**src/rtl/bias_act_stream_if.sv**
```systemverilog
// Stream, bias-write and channel-clear signals between the MAC array and the bias/activation stage.
// The master drives accumulator beats and bias writes; the slave returns requantised results.
interface bias_act_stream_if #(
  parameter int N_CH  = 16,
  parameter int ACC_W = 32,
  parameter int OUT_W = 16
);
  localparam int CH_W = $clog2(N_CH);

  logic                    bias_we;
  logic [CH_W-1:0]         bias_addr;
  logic signed [ACC_W-1:0] bias_wdata;
  logic                    ch_clr;
  logic                    in_valid;
  logic                    in_ready;
  logic signed [ACC_W-1:0] in_data;
  logic                    out_valid;
  logic                    out_ready;
  logic signed [OUT_W-1:0] out_data;
  logic [CH_W-1:0]         out_ch;

  modport master (
    output bias_we, bias_addr, bias_wdata, ch_clr, in_valid, in_data, out_ready,
    input  in_ready, out_valid, out_data, out_ch
  );

  modport slave (
    input  bias_we, bias_addr, bias_wdata, ch_clr, in_valid, in_data, out_ready,
    output in_ready, out_valid, out_data, out_ch
  );
endinterface

```
**src/rtl/bias_act_stream.sv**
```systemverilog
// Per-channel bias add, arithmetic-shift requantise, saturation and optional ReLU on an
// accumulator stream; two-stage pipeline under a single global enable.
module bias_act_stream #(
  parameter int N_CH    = 16,
  parameter int ACC_W   = 32,
  parameter int OUT_W   = 16,
  parameter int SHIFT   = 8,
  parameter int RELU_EN = 1
) (
  input logic           clk,
  input logic           rst,
  bias_act_stream_if.slave bus
);
  localparam int CH_W = $clog2(N_CH);
  localparam logic [CH_W-1:0] CH_LAST = CH_W'(N_CH - 1);
  localparam logic signed [ACC_W:0] SAT_MAX = {{(ACC_W-OUT_W+2){1'b0}}, {(OUT_W-1){1'b1}}};
  localparam logic signed [ACC_W:0] SAT_MIN = {{(ACC_W-OUT_W+2){1'b1}}, {(OUT_W-1){1'b0}}};

  logic signed [ACC_W-1:0] bias [N_CH];
  logic [CH_W-1:0]         ch_cnt;
  logic signed [ACC_W-1:0] cur_bias;

  logic                    s1_valid;
  logic signed [ACC_W:0]   s1_sum;
  logic [CH_W-1:0]         s1_ch;

  logic                    en;
  logic                    accept;
  logic signed [ACC_W:0]   shifted;
  logic signed [OUT_W-1:0] act;

  logic                    out_valid_q;
  logic signed [OUT_W-1:0] out_data_q;
  logic [CH_W-1:0]         out_ch_q;

  // A stall (result held and not taken) freezes both stages together.
  assign en           = !out_valid_q || bus.out_ready;
  assign accept       = bus.in_valid && en;
  assign cur_bias     = bias[ch_cnt];
  assign bus.in_ready = en;
  assign bus.out_valid = out_valid_q;
  assign bus.out_data  = out_data_q;
  assign bus.out_ch    = out_ch_q;

  always_comb begin
    shifted = s1_sum >>> SHIFT;
    if (shifted > SAT_MAX)
      act = SAT_MAX[OUT_W-1:0];
    else if (shifted < SAT_MIN)
      act = SAT_MIN[OUT_W-1:0];
    else
      act = shifted[OUT_W-1:0];
    if (RELU_EN != 0 && shifted[ACC_W])
      act = '0;
  end

  // Bias writes land at the edge, so a beat accepted in the same cycle still reads the old entry.
  always_ff @(posedge clk) begin
    if (rst) begin
      for (int i = 0; i < N_CH; i++)
        bias[i] <= '0;
    end else if (bus.bias_we && (int'(bus.bias_addr) < N_CH)) begin
      bias[bus.bias_addr] <= bus.bias_wdata;
    end
  end

  always_ff @(posedge clk) begin
    if (rst)
      ch_cnt <= '0;
    else if (bus.ch_clr)
      ch_cnt <= '0;
    else if (accept)
      ch_cnt <= (ch_cnt == CH_LAST) ? '0 : ch_cnt + 1'b1;
  end

  always_ff @(posedge clk) begin
    if (rst) begin
      s1_valid    <= 1'b0;
      s1_sum      <= '0;
      s1_ch       <= '0;
      out_valid_q <= 1'b0;
      out_data_q  <= '0;
      out_ch_q    <= '0;
    end else if (en) begin
      s1_valid    <= accept;
      out_valid_q <= s1_valid;
      if (accept) begin
        s1_sum <= {bus.in_data[ACC_W-1], bus.in_data} + {cur_bias[ACC_W-1], cur_bias};
        s1_ch  <= ch_cnt;
      end
      if (s1_valid) begin
        out_data_q <= act;
        out_ch_q   <= s1_ch;
      end
    end
  end
endmodule

```
**src/flat_wrapper.sv**
```systemverilog
// flat-port wrapper written by rule: the top's interface ports become plain ports
module bias_act_stream_flat 
#(
  parameter int N_CH    = 16,
  parameter int ACC_W   = 32,
  parameter int OUT_W   = 16,
  parameter int SHIFT   = 8,
  parameter int RELU_EN = 1
)
  (clk, rst, bus_bias_we, bus_bias_addr, bus_bias_wdata, bus_ch_clr, bus_in_valid, bus_in_data, bus_out_ready, bus_in_ready, bus_out_valid, bus_out_data, bus_out_ch);
  bias_act_stream_if #(.N_CH(N_CH), .ACC_W(ACC_W), .OUT_W(OUT_W)) bus_i ();
  input logic clk;
  input logic rst;
  input wire logic [$bits(bus_i.bias_we)-1:0] bus_bias_we;
  input wire logic [$bits(bus_i.bias_addr)-1:0] bus_bias_addr;
  input wire logic [$bits(bus_i.bias_wdata)-1:0] bus_bias_wdata;
  input wire logic [$bits(bus_i.ch_clr)-1:0] bus_ch_clr;
  input wire logic [$bits(bus_i.in_valid)-1:0] bus_in_valid;
  input wire logic [$bits(bus_i.in_data)-1:0] bus_in_data;
  input wire logic [$bits(bus_i.out_ready)-1:0] bus_out_ready;
  output wire logic [$bits(bus_i.in_ready)-1:0] bus_in_ready;
  output wire logic [$bits(bus_i.out_valid)-1:0] bus_out_valid;
  output wire logic [$bits(bus_i.out_data)-1:0] bus_out_data;
  output wire logic [$bits(bus_i.out_ch)-1:0] bus_out_ch;
  assign bus_i.bias_we = bus_bias_we;
  assign bus_i.bias_addr = bus_bias_addr;
  assign bus_i.bias_wdata = bus_bias_wdata;
  assign bus_i.ch_clr = bus_ch_clr;
  assign bus_i.in_valid = bus_in_valid;
  assign bus_i.in_data = bus_in_data;
  assign bus_i.out_ready = bus_out_ready;
  assign bus_in_ready = bus_i.in_ready;
  assign bus_out_valid = bus_i.out_valid;
  assign bus_out_data = bus_i.out_data;
  assign bus_out_ch = bus_i.out_ch;
  bias_act_stream #(.N_CH(N_CH), .ACC_W(ACC_W), .OUT_W(OUT_W), .SHIFT(SHIFT), .RELU_EN(RELU_EN)) u_core (.clk(clk), .rst(rst), .bus(bus_i));
endmodule
```
**config.mk**
```make
export PLATFORM = sky130hd
export DESIGN_NAME = bias_act_stream_flat
export DESIGN_NICKNAME = d
export VERILOG_FILES = /design/src/rtl/bias_act_stream_if.sv /design/src/rtl/bias_act_stream.sv /design/src/flat_wrapper.sv
export SDC_FILE = /design/constraint.sdc
export NUM_CORES = 1
export LEC_CHECK = 0
export ABC_AREA = 1
export BUFFER_PORTS_ARGS = -buffer_cell sky130_fd_sc_hd__buf_2
export CORE_ASPECT_RATIO = 1.4
export CORE_MARGIN = 8
export CORE_UTILIZATION = 35
export CTS_CLUSTER_DIAMETER = 200
export DETAILED_ROUTE_END_ITERATION = 8
export GPL_ROUTABILITY_DRIVEN = 0
export PLACE_DENSITY_LB_ADDON = 0.1
export SETUP_SLACK_MARGIN = 0.02
export SYNTH_ARGS = -nofsm -noshare
export SYNTH_HDL_FRONTEND = slang
export SYNTH_SLANG_ARGS = --single-unit
```
**constraint.sdc**
```tcl
create_clock -name clk -period 4.5 [get_ports clk]
set_input_delay 0.675 -clock clk [delete_from_list [all_inputs] [get_ports clk]]
set_output_delay 0.675 -clock clk [all_outputs]
set_load 0.05 [all_outputs]
```
# --- Word-level counts from Yosys, hierarchy flattened ---
# Memory sizes are Yosys's and may differ from the RTL's. A register that Yosys moved wholly into a read port is not among the register bits.
# Cells that the tools add are included.
word_totals:
  reg_bits: 63
  in_bits: 74
  word_cells: 34
  output_inout_bits: 22
  n_memories: 1
  ramBits: 512
op_classes:
  n_lt_le_gt_ge: 2
  add_sub_neg: 2
  reduce_logical: 7
  n_eq_ne: 1
  muxes: 14
mem_list:
  columns: ["name", "depth", "width", "rd", "rd_clocked_by_memory_dff", "write_ports", "line", "rtl"]
  rows:
  - ["u_core.bias", 16, 32, 1, 1, 16, "bias_act_stream.sv:19", "logic signed [ACC_W-1:0] bias [N_CH];"]
ops:
  columns: ["operator", "count"]
  rows:
  - ["16-bit 2-to-1 mux", 3]
  - ["32-bit by 32-bit adder with 33-bit output", 1]
  - ["32-bit 2-to-1 mux", 1]
  - ["32-bit OR reduction", 1]
  - ["25-bit by 16-bit > comparator with 1-bit output (second input constant)", 1]
  - ["25-bit by 16-bit less-than comparator with 1-bit output (second input constant)", 1]
  - ["4-bit 2-to-1 mux", 4]
  - ["1-bit 2-to-1 mux", 6]
  - ["4-bit by 1-bit adder with 4-bit output (second input constant)", 1]
  - ["4-bit equality test (second input constant)", 1]
  - ["2-bit AND reduction", 2]
  - ["2-bit OR reduction", 1]
  - ["1-bit logical AND", 1]
  - ["1-bit zero test", 1]
  - ["1-bit logical OR", 1]

# --- Depth between registers and ports, before layout ---
# Gate-level depths: netlist of the first run.
depth:
  word_depth: 5
  ltp_mapped: 23
  depth_no_buf: 21

# --- Worst setup path before layout of the first run ---
# Ideal clock, no wire load.
synth_timing:
  path_kind: "flip-flop to flip-flop"
  start: "register (tool-made name)"
  end: "register u_core.s1_sum[32]"
  stages_incl_launch_ff: 20
  required_time_ns: 4.391
  path_slack_ns: 1.401
  t_arrival_ns: 2.990
  setup_ns: 0.109
  synth_period_minus_slack_ns: 3.099
  path_buffers: 4
  path_cell_list: "dfxtp_1 buf_4 buf_2 buf_2 clkbuf_1 nor2_1 o221ai_1 o211ai_1 nand2_1 ha_1 a21oi_1 o21ai_1 a21oi_1 nor2_1 a2111oi_0 nand2_1 nand2_1 nand3_1 nand2_1 inv_1"
synth_rtl:
  columns: ["element", "line", "rtl"]
  rows:
  - ["end signal, assigned", "bias_act_stream.sv:88", "s1_sum <= {bus.in_data[ACC_W-1], bus.in_data} + {cur_bias[ACC_W-1], cur_bias};"]
  - ["end, declared", "bias_act_stream.sv:24", "logic signed [ACC_W:0] s1_sum;"]

==> results of run 1 <==
-- metal layers --
metal  wire length [um]  vias to the layer above  global-route usage, %
met4               3040                        0                   7.49
met1              38600                    10100                   27.6
li1                   -                     9270                      -
met2              45700                      773                   37.4
met3               5490                      180                   3.18
met5                  0                        -                      0
-- worst max-delay path: stages (launching register included) --
cell,delay (ps)
dfxtp_4,390
inv_6,310
buf_12,420
nor2_1,100
o221ai_1,350
nand3_1,220
nand2_1,140
ha_1,290
a21oi_1,240
inv_1,60
a21oi_1,180
inv_1,100
a21oi_1,170
nand2_2,170
nand2_1,110
nand2_1,50
nand2_1,80
nand3_1,120
nand2_1,110
inv_1,40
-- metrics by stage --
step / hold slack [ps] / utilization (%) / setup WS (ps)
5_1_grt: 321 / 40.3 / 377
3_5_place_dp: 431 / 37.6 / 700
4_1_cts: 294 / 40.3 / 664
6_report: 329 / 40.3 / 634
2_1_floorplan: 444 / - / 1400
3_3_place_gp: 429 / 37.6 / 706
-- flip-flops by register name (all words and copies together), names as in the netlist, named ones only --
| name | cells |
|---|---|
| u_core.bus.out_ch | 4 |
| u_core.bus.out_valid | 1 |
| u_core.bus.out_data | 16 |
| u_core.bias | 512 |
| u_core.s1_sum | 25 |
| u_core.ch_cnt | 4 |
| u_core.s1_ch | 4 |
| u_core.s1_valid | 1 |
-- final timing paths --
path | from | to | slack (ps) | cells after the start
worst min-delay path | bus_out_ready | u_core.s1_valid | 330 | 4
worst max register to register | register | u_core.s1_sum[22] | 630 | 19
worst min register to register | u_core.bus.out_data[15] | u_core.bus.out_data[15] | 440 | 2
worst max-delay path | register | u_core.s1_sum[22] | 630 | 19
-- synth_stat cells, drive strengths merged (3+ instances only) --
cell type  count
nor2         863
edfxtp       512
o21ai        311
nand2        211
clkbuf       186
inv          126
o221ai        87
a21oi         77
nand3         65
dfxtp         59
o211ai        37
o22ai         37
ha            32
buf           16
nor3          13
xor2          10
nor4           3
o21a           3
-- where the power goes --
part / internal [uW] / total (uW) / switching (uW)
clock: 3120 / 5280 / 2160
sequential: 6080 / 6180 / 96.1
combinational: 360 / 1380 / 1020
-- kinds of logic (layout without fill, tap and decap cells) --
kind of cell | count (synthesis) | after routing | share of synthesized area (%)
AND/OR/NAND/NOR | 1159 | 1159 | 17.2
flip-flops | 571 | 571 | 63.5
adder cells (fa/ha/maj) | 32 | 32 | 1.53
other | 0 | 3 | 0
buffers and inverters | 328 | 403 | 4.79
XOR/XNOR | 10 | 10 | 0.336
AO/OA/AOI/OAI | 561 | 561 | 12.7
-- area by class of cell --
cell class | count | area [um^2]
sequential | 571 | 16600
clock inverter | 45 | 533
fill | 7211 | 44100
clock buffer | 63 | 1490
multi-input combinational | 1762 | 8370
tap | 960 | 1200
inverter | 126 | 479
antenna | 3 | 7.51
timing repair buffer | 169 | 1180
==> metrics, run 1 <==
Arr. time, crit path 4400 ps; largest area contributor in the netlist edfxtp_1; Num CTS Buffers 58; core area between 70000 and 80000 um^2; EDFF count, synth 512; fin crit period 3870 ps; drt first pass iters 5; largest net degree at the start of global routing 129; max cap viols 0; maximum vdd drop 0.345 mV; GRT Resource Usage Total 21.8%; Yosys top cell area share 58.9%; starting density of the core approximately a third; FP Rows between 100 and 150; post-DP HPWL 54.6 mm; worst hold path class in -> reg; RSZ-0062 raised after global routing no; synthesis warning total 0; Post-CTS Resized 0; max-slew violation count 0; Seq/Total Area, Yosys 63.5%; layout cells sized above 1 11.0%; later-pin clock latency in the skew report 640 ps; Area Overhead vs Synth 14.3%; Synth Cell Area ~26000 um^2; Die ar. ~84000 um^2; detailed-route DRC error count 0; final hold viol count 0; drt total wl 92.8 mm; port buffer count 95; Die X between 200 and 250 um; die height 339 um; grt ovf 0; number of routed nets with antenna violations 0; Final TNS setup 0 ps; FMAX approximately 260 MHz; H-tree levels 2; Lkg Pwr 0.0113 uW; Post-Syn Nets ~2800; period utilisation layout 85.9%; Synth Register Bits 571; dpl cell area 27800 um^2; io pins 96; Worst Skew 12.5 ps; nets 2794; total power around 13000 uW; hold_buf cts 0; crit end category register; Post-Layout Cell Count about 3700; post-CTS setup buffers 0; via count around 20000; Most used DFF post-synth edfxtp_1; status finished, final reports clean; most frequent cells in the layout 863 x nor2_1, 512 x edfxtp_1, 295 x o21ai_0, 173 x nand2_1, 123 x inv_1; Worst-Margin Slew 984 ps; clk root buf clkbuf_16; fin area 29800 um^2; Worst Setup Start Kind register; dpl cells about 3600; CP required 5030 ps; clk sinks around 570; Worst Path Max Fanout 96; pwr dens 431 nW/um^2; Netlist cell types 34; WS Path Type reg -> reg; first-pass GRT wire length 137 mm; Post-synth ARST share 0%; vias in the first global route 20400; Iter 0 DRT Violations between 1500 and 2000; Slew HR between 30% and 40%; TritonCTS clock tree done; clock-pin slew on the worst setup and hold paths around 60 ps; initial antenna violation count 1; vias per cell approximately 5.5; Post-Syn Instances 2661; Final setup viols 0; most common cell after layout, fill and taps aside nor2_1; CTS Buffer Depth 3; Routed WL per cell about 25 um; Avg Inst Size Synth 9.81 um^2; largest cells by area after synthesis edfxtp_1 59%, nor2_1 12%, o21ai_0 5.7%
No activity file was read; power rests on OpenSTA's default activity.
==> run 2: changes to the inputs <==
--- a/config.mk
+++ b/config.mk
@@ -7,6 +7,8 @@
 export LEC_CHECK = 0
 export ABC_AREA = 1
 export BUFFER_PORTS_ARGS = -buffer_cell sky130_fd_sc_hd__buf_2
+export CELL_PAD_IN_SITES_DETAIL_PLACEMENT = 0
+export CELL_PAD_IN_SITES_GLOBAL_PLACEMENT = 2
 export CORE_ASPECT_RATIO = 1.4
 export CORE_MARGIN = 8
 export CORE_UTILIZATION = 35
==> run 2 against run 1 <==
Compared with the run above: final cell count shrank 0.27%; register-to-register slack lost 100 ps; power shrank 4.4%; non-clock buffer count shrank 4; fmax shrank 2.5%; sequential cell count is the same; worst setup slack lost 100 ps; first-iteration DRC count grew 0.37%; clock skew grew 5.1 ps; clock power shrank 10%; die area is the same.
==> metrics, run 2 (same netlist as run 1, synthesis figures left out) <==
status finished, final reports clean; via count 20100; number of routed nets with antenna violations 0; vias in the first global route 19900; CP required 5010 ps; io pins 96; nets 2791; final core utilization between 30% and 40%; dpl cell area ~28000 um^2; Routed WL per cell 25.7 um; fin area 29500 um^2; Reg-to-Reg End u_core.s1_sum[30]; Post-CTS Resized 0; Worst Skew between 15 and 20 ps; Worst R2R Setup Slack roughly 530 ps; Iter 0 DRT Violations 1609; port buffer count 95; Area Overhead vs Synth 13.2%; M1 GR Usage 27.0%; most frequent cells in the layout 863 x nor2_1, 512 x edfxtp_1, 295 x o21ai_0, 173 x nand2_1, 123 x inv_1; initial antenna violation count 0; Slew HR around 28%; Num CTS Buffers 59; final hold slack 329 ps; TritonCTS clock tree done; drt total wl between 90 and 100 mm; final hold viol count 0; layout cells sized above 1 11.0%; drt first pass iters 5; CTS Buffer Depth 3; clk root buf clkbuf_16; period utilisation layout a little under 90%; Reg2Reg Depth 15; hold_buf cts 0; H-tree levels 2; post-CTS setup buffers 0; max cap viols 0; fin crit period 3970 ps; detailed-route DRC error count 0; GR Util met3 3.52%; Worst-Margin Slew ~1100 ps; largest net degree at the start of global routing 91; clock-pin slew on the worst setup and hold paths 60 ps; starting density of the core 35.3%; WS Path Type reg -> reg; Largest Register u_core.bias; busiest grt layer met2; Final setup viols 0; max-slew violation count 0; Final TNS setup 0 ps; most common cell after layout, fill and taps aside nor2_1; maximum vdd drop 0.304 mV; hold path startpoint bus_out_ready; antenna fix cells 0; Worst Setup Start Kind register; post-DP HPWL about 55 mm; grt ovf 0; clk sinks 571; pwr dens slightly above 400 nW/um^2; crit end category register; first-pass GRT wire length 136 mm; GRT Resource Usage Total 22.1%; FMAX 252 MHz; worst hold path class in -> reg; FP Rows 118; Lkg Pwr 0.0112 uW; Setup crit end u_core.s1_sum[30]; Die X 247 um; max reg flops 512; met2 usage 38.8%; vias per cell 5.44; Worst Path Max Fanout 84; core area 74000 um^2; later-pin clock latency in the skew report 630 ps; Arr. time, crit path 4470 ps; die height 339 um; RSZ-0062 raised after global routing no; Die ar. 83700 um^2
[run 2: cell count changes in the layout (fill, tap and decap cells not counted), sizes merged]
cell      delta
bufinv      -10
clkbuf       +7
buf          -4
diode        -3
clkinv       -2
clkinvlp     +2
[run 2: final cells by class]
class,instances,area (um^2)
Clock buffer,70,1560
Sequential cell,571,16600
Timing Repair Buffer,165,1110
Fill cell,7227,44400
Multi-Input combinational cell,1762,8370
Tap cell,960,1200
Clock inverter,35,251
Inverter,126,479
[run 2: stage by stage]
step	worst slack [ps]	instances	total power, uW
2_1_floorplan	1400	2661	7110
3_3_place_gp	567	3584	7680
3_5_place_dp	633	3584	7680
4_1_cts	578	3689	12400
5_1_grt	220	3689	12700
6_report	534	3689	12300
[run 2: worst min path at each step]
stage / cells after the start / endpoint / slack [ps]
6_report: 4 / u_core.s1_valid / 330
5_1_grt: 4 / u_core.s1_valid / 310
4_1_cts: 4 / u_core.s1_valid / 270
3_5_place_dp: 2 / u_core.bus.out_data[15] / 430
3_3_place_gp: 2 / u_core.bus.out_data[15] / 430
2_1_floorplan: 2 / u_core.s1_valid / 440
[run 2: layer usage]
metal	vias to the layer above	wire [um]	part of all wire, %
met5	-	0	0
li1	9250	-	-
met4	0	3640	3.8
met1	9879	37400	39
met2	750	47800	50
met3	178	6120	6.4
[run 2: worst max-delay path: stages (launching register included)]
cell and delay, ps:
dfxtp_4 430, inv_6 300, buf_12 390, o21ai_0 130
o221ai_1 190, o211ai_1 200, nand2_1 200, ha_1 300
a21oi_1 260, o21a_1 200, a21boi_0 560, o21ai_0 160
a21oi_1 200, a21oi_1 100, nor2_1 100, nor2_1 40
[run 2: where the power goes]
part | internal, uW | switching, uW
clock | 2630 | 2100
combinational | 355 | 1020
sequential | 6080 | 97.0
==> run 3: changes to the inputs <==
--- a/config.mk
+++ b/config.mk
@@ -6,7 +6,6 @@
 export NUM_CORES = 1
 export LEC_CHECK = 0
 export ABC_AREA = 1
-export BUFFER_PORTS_ARGS = -buffer_cell sky130_fd_sc_hd__buf_2
 export CELL_PAD_IN_SITES_DETAIL_PLACEMENT = 0
 export CELL_PAD_IN_SITES_GLOBAL_PLACEMENT = 2
 export CORE_ASPECT_RATIO = 1.4
@@ -14,6 +13,7 @@
 export CORE_UTILIZATION = 35
 export CTS_CLUSTER_DIAMETER = 200
 export DETAILED_ROUTE_END_ITERATION = 8
+export DONT_BUFFER_PORTS = 1
 export GPL_ROUTABILITY_DRIVEN = 0
 export PLACE_DENSITY_LB_ADDON = 0.1
 export SETUP_SLACK_MARGIN = 0.02
==> run 3 against run 2 <==
Compared with the run above: sequential power is 0.8% higher; critical endpoint is now u_core.s1_sum[32]; sequential cell count stayed put; die area stayed put; cell area shrank 1.4%.
==> metrics, run 3 (same netlist as run 1, synthesis figures left out) <==
status finished, final reports clean; post-CTS setup buffers 0; number of routed nets with antenna violations 0; Reg-to-Reg End u_core.s1_sum[32]; layout cells sized above 1 7.99%; FMAX 256 MHz; port buffer count 0; detailed-route DRC error count 0; crit path cell chain inv_6, buf_4, o21ai_0, o22ai_1, o211ai_1, nand2_1, ha_1, a21oi_1, o21ai_1, a21oi_1, nor2_1, a2111oi_0, nand2_1, nand2_1, nand3_1, nand2_1, inv_1; crit end category register; Final TNS setup 0 ps; starting density of the core 35.3%; period utilisation layout 86.7%; Final setup viols 0; max reg flops between 500 and 600; max-slew violation count 0; Worst R2R Setup Slack 600 ps; largest net degree at the start of global routing between 90 and 100; Num CTS Buffers 59; Worst-Margin Slew 945 ps; Iter 0 DRT Violations 1565; area occupied by multi-input gates between 8000 and 9000 um^2; WP buf/inv 3; most frequent cells in the layout 863 x nor2_1, 512 x edfxtp_1, 295 x o21ai_0, 173 x nand2_1, 122 x inv_1; Worst Skew about 23 ps; Die X 247 um; Arr. time, crit path 4440 ps; Worst Hold End u_core.bus.out_data[0]; fillers 7267; Largest Register u_core.bias; clk sinks 571; vias per cell 5.56; die height 339 um; CP most frequent cell nand2_1; FP Rows 118; final hold viol count 0; slowest CP cell dfxtp_4; most common cell after layout, fill and taps aside nor2_1; slowest stage delay, CP 430 ps; Lkg Pwr 0.0108 uW; WHS Path Cells 1; maximum vdd drop around 0.28 mV; drt total wl between 90 and 100 mm; Die ar. approximately 84000 um^2; Worst Path Max Fanout 31; register area 16600 um^2; core area between 70000 and 80000 um^2; Post-CTS Resized 0; total power 12200 uW; grt ovf 0; pwr dens 418 nW/um^2; H-tree levels 2; clock-pin slew on the worst setup and hold paths 70 ps; vias in the first global route 19600; initial antenna violation count 4; final core utilization 39.4%; Worst Setup Start Kind register; Routed WL per cell about 27 um; family with the most delay on the worst path compound AO/OA/AOI/OAI gates; WS Path Type reg -> reg; CP required 5040 ps; Slew HR 36.8%; later-pin clock latency in the skew report 640 ps; worst hold path class in -> reg; TritonCTS clock tree done; nets 2710; Reg2Reg Depth 17; hold_buf cts 0; CTS Buffer Depth 3; clk root buf clkbuf_16; drt first pass iters 5; max cap viols 0; io pins 96; final hold slack around 94 ps; GRT Resource Usage Total 22.9%; post-DP HPWL 58.2 mm; Area Overhead vs Synth 11.6%; hold path startpoint rst; Final WS setup between 500 and 600 ps; via count 20100; first-pass GRT wire length 139 mm; RSZ-0062 raised after global routing no; fin crit period 3900 ps; Place WS around 620 ps
[run 3: cell types whose count changed in the layout (fill, tap and decap cells not counted), moves of 2 or more]
cell,previous run,this run
bufinv_16,3,0
buf_4,61,76
clkinv_2,17,8
buf_2,95,0
clkbuf_1,9,17
clkinv_1,11,15
clkbuf_8,0,2
inv_4,0,2
[run 3: worst max-delay path by stage]
stage,start,end,slack (ps),depth (start not counted)
after floorplan,register,u_core.s1_sum[32],1400,19
after global placement,register,u_core.s1_sum[32],540,17
after detailed placement,register,u_core.s1_sum[32],620,17
after CTS,register,u_core.s1_sum[32],600,17
after global routing,register,u_core.s1_sum[32],360,17
final,register,u_core.s1_sum[32],600,17
[run 3: report_power, final]
group / internal [uW] / total [uW] / switching (uW)
combinational: 331 / 1290 / 963
clock: 2510 / 4650 / 2140
sequential: 6080 / 6230 / 149
[run 3: area by class of cell]
type                    instances  share of cell area [%]
flip-flops and latches        571                    56.9
inverters                     126                    1.65
multi-input cells            1762                    28.8
diodes                          1                 0.00859
well taps                     960                    4.13
clock inverters                28                   0.477
repair buffers                 84                    2.51
clock buffers                  81                    5.57
[run 3: layer usage]
| layer | up-vias | routed length (um) | global-route usage (%) |
|---|---|---|---|
| li1 | 9090 | - | - |
| met1 | 10100 | 40100 | 28.8 |
| met2 | 706 | 48700 | 39.4 |
| met3 | 181 | 6110 | 3.78 |
| met4 | 4 | 3670 | 8.24 |
| met5 | - | 25 | 0 |
[run 3: metrics by stage]
stage | cell area [um^2] | instances
2_1_floorplan | 26100 | 2661
3_3_place_gp | 27300 | 3503
3_5_place_dp | 27400 | 3503
4_1_cts | 29100 | 3612
5_1_grt | 29100 | 3612
6_report | 29100 | 3613
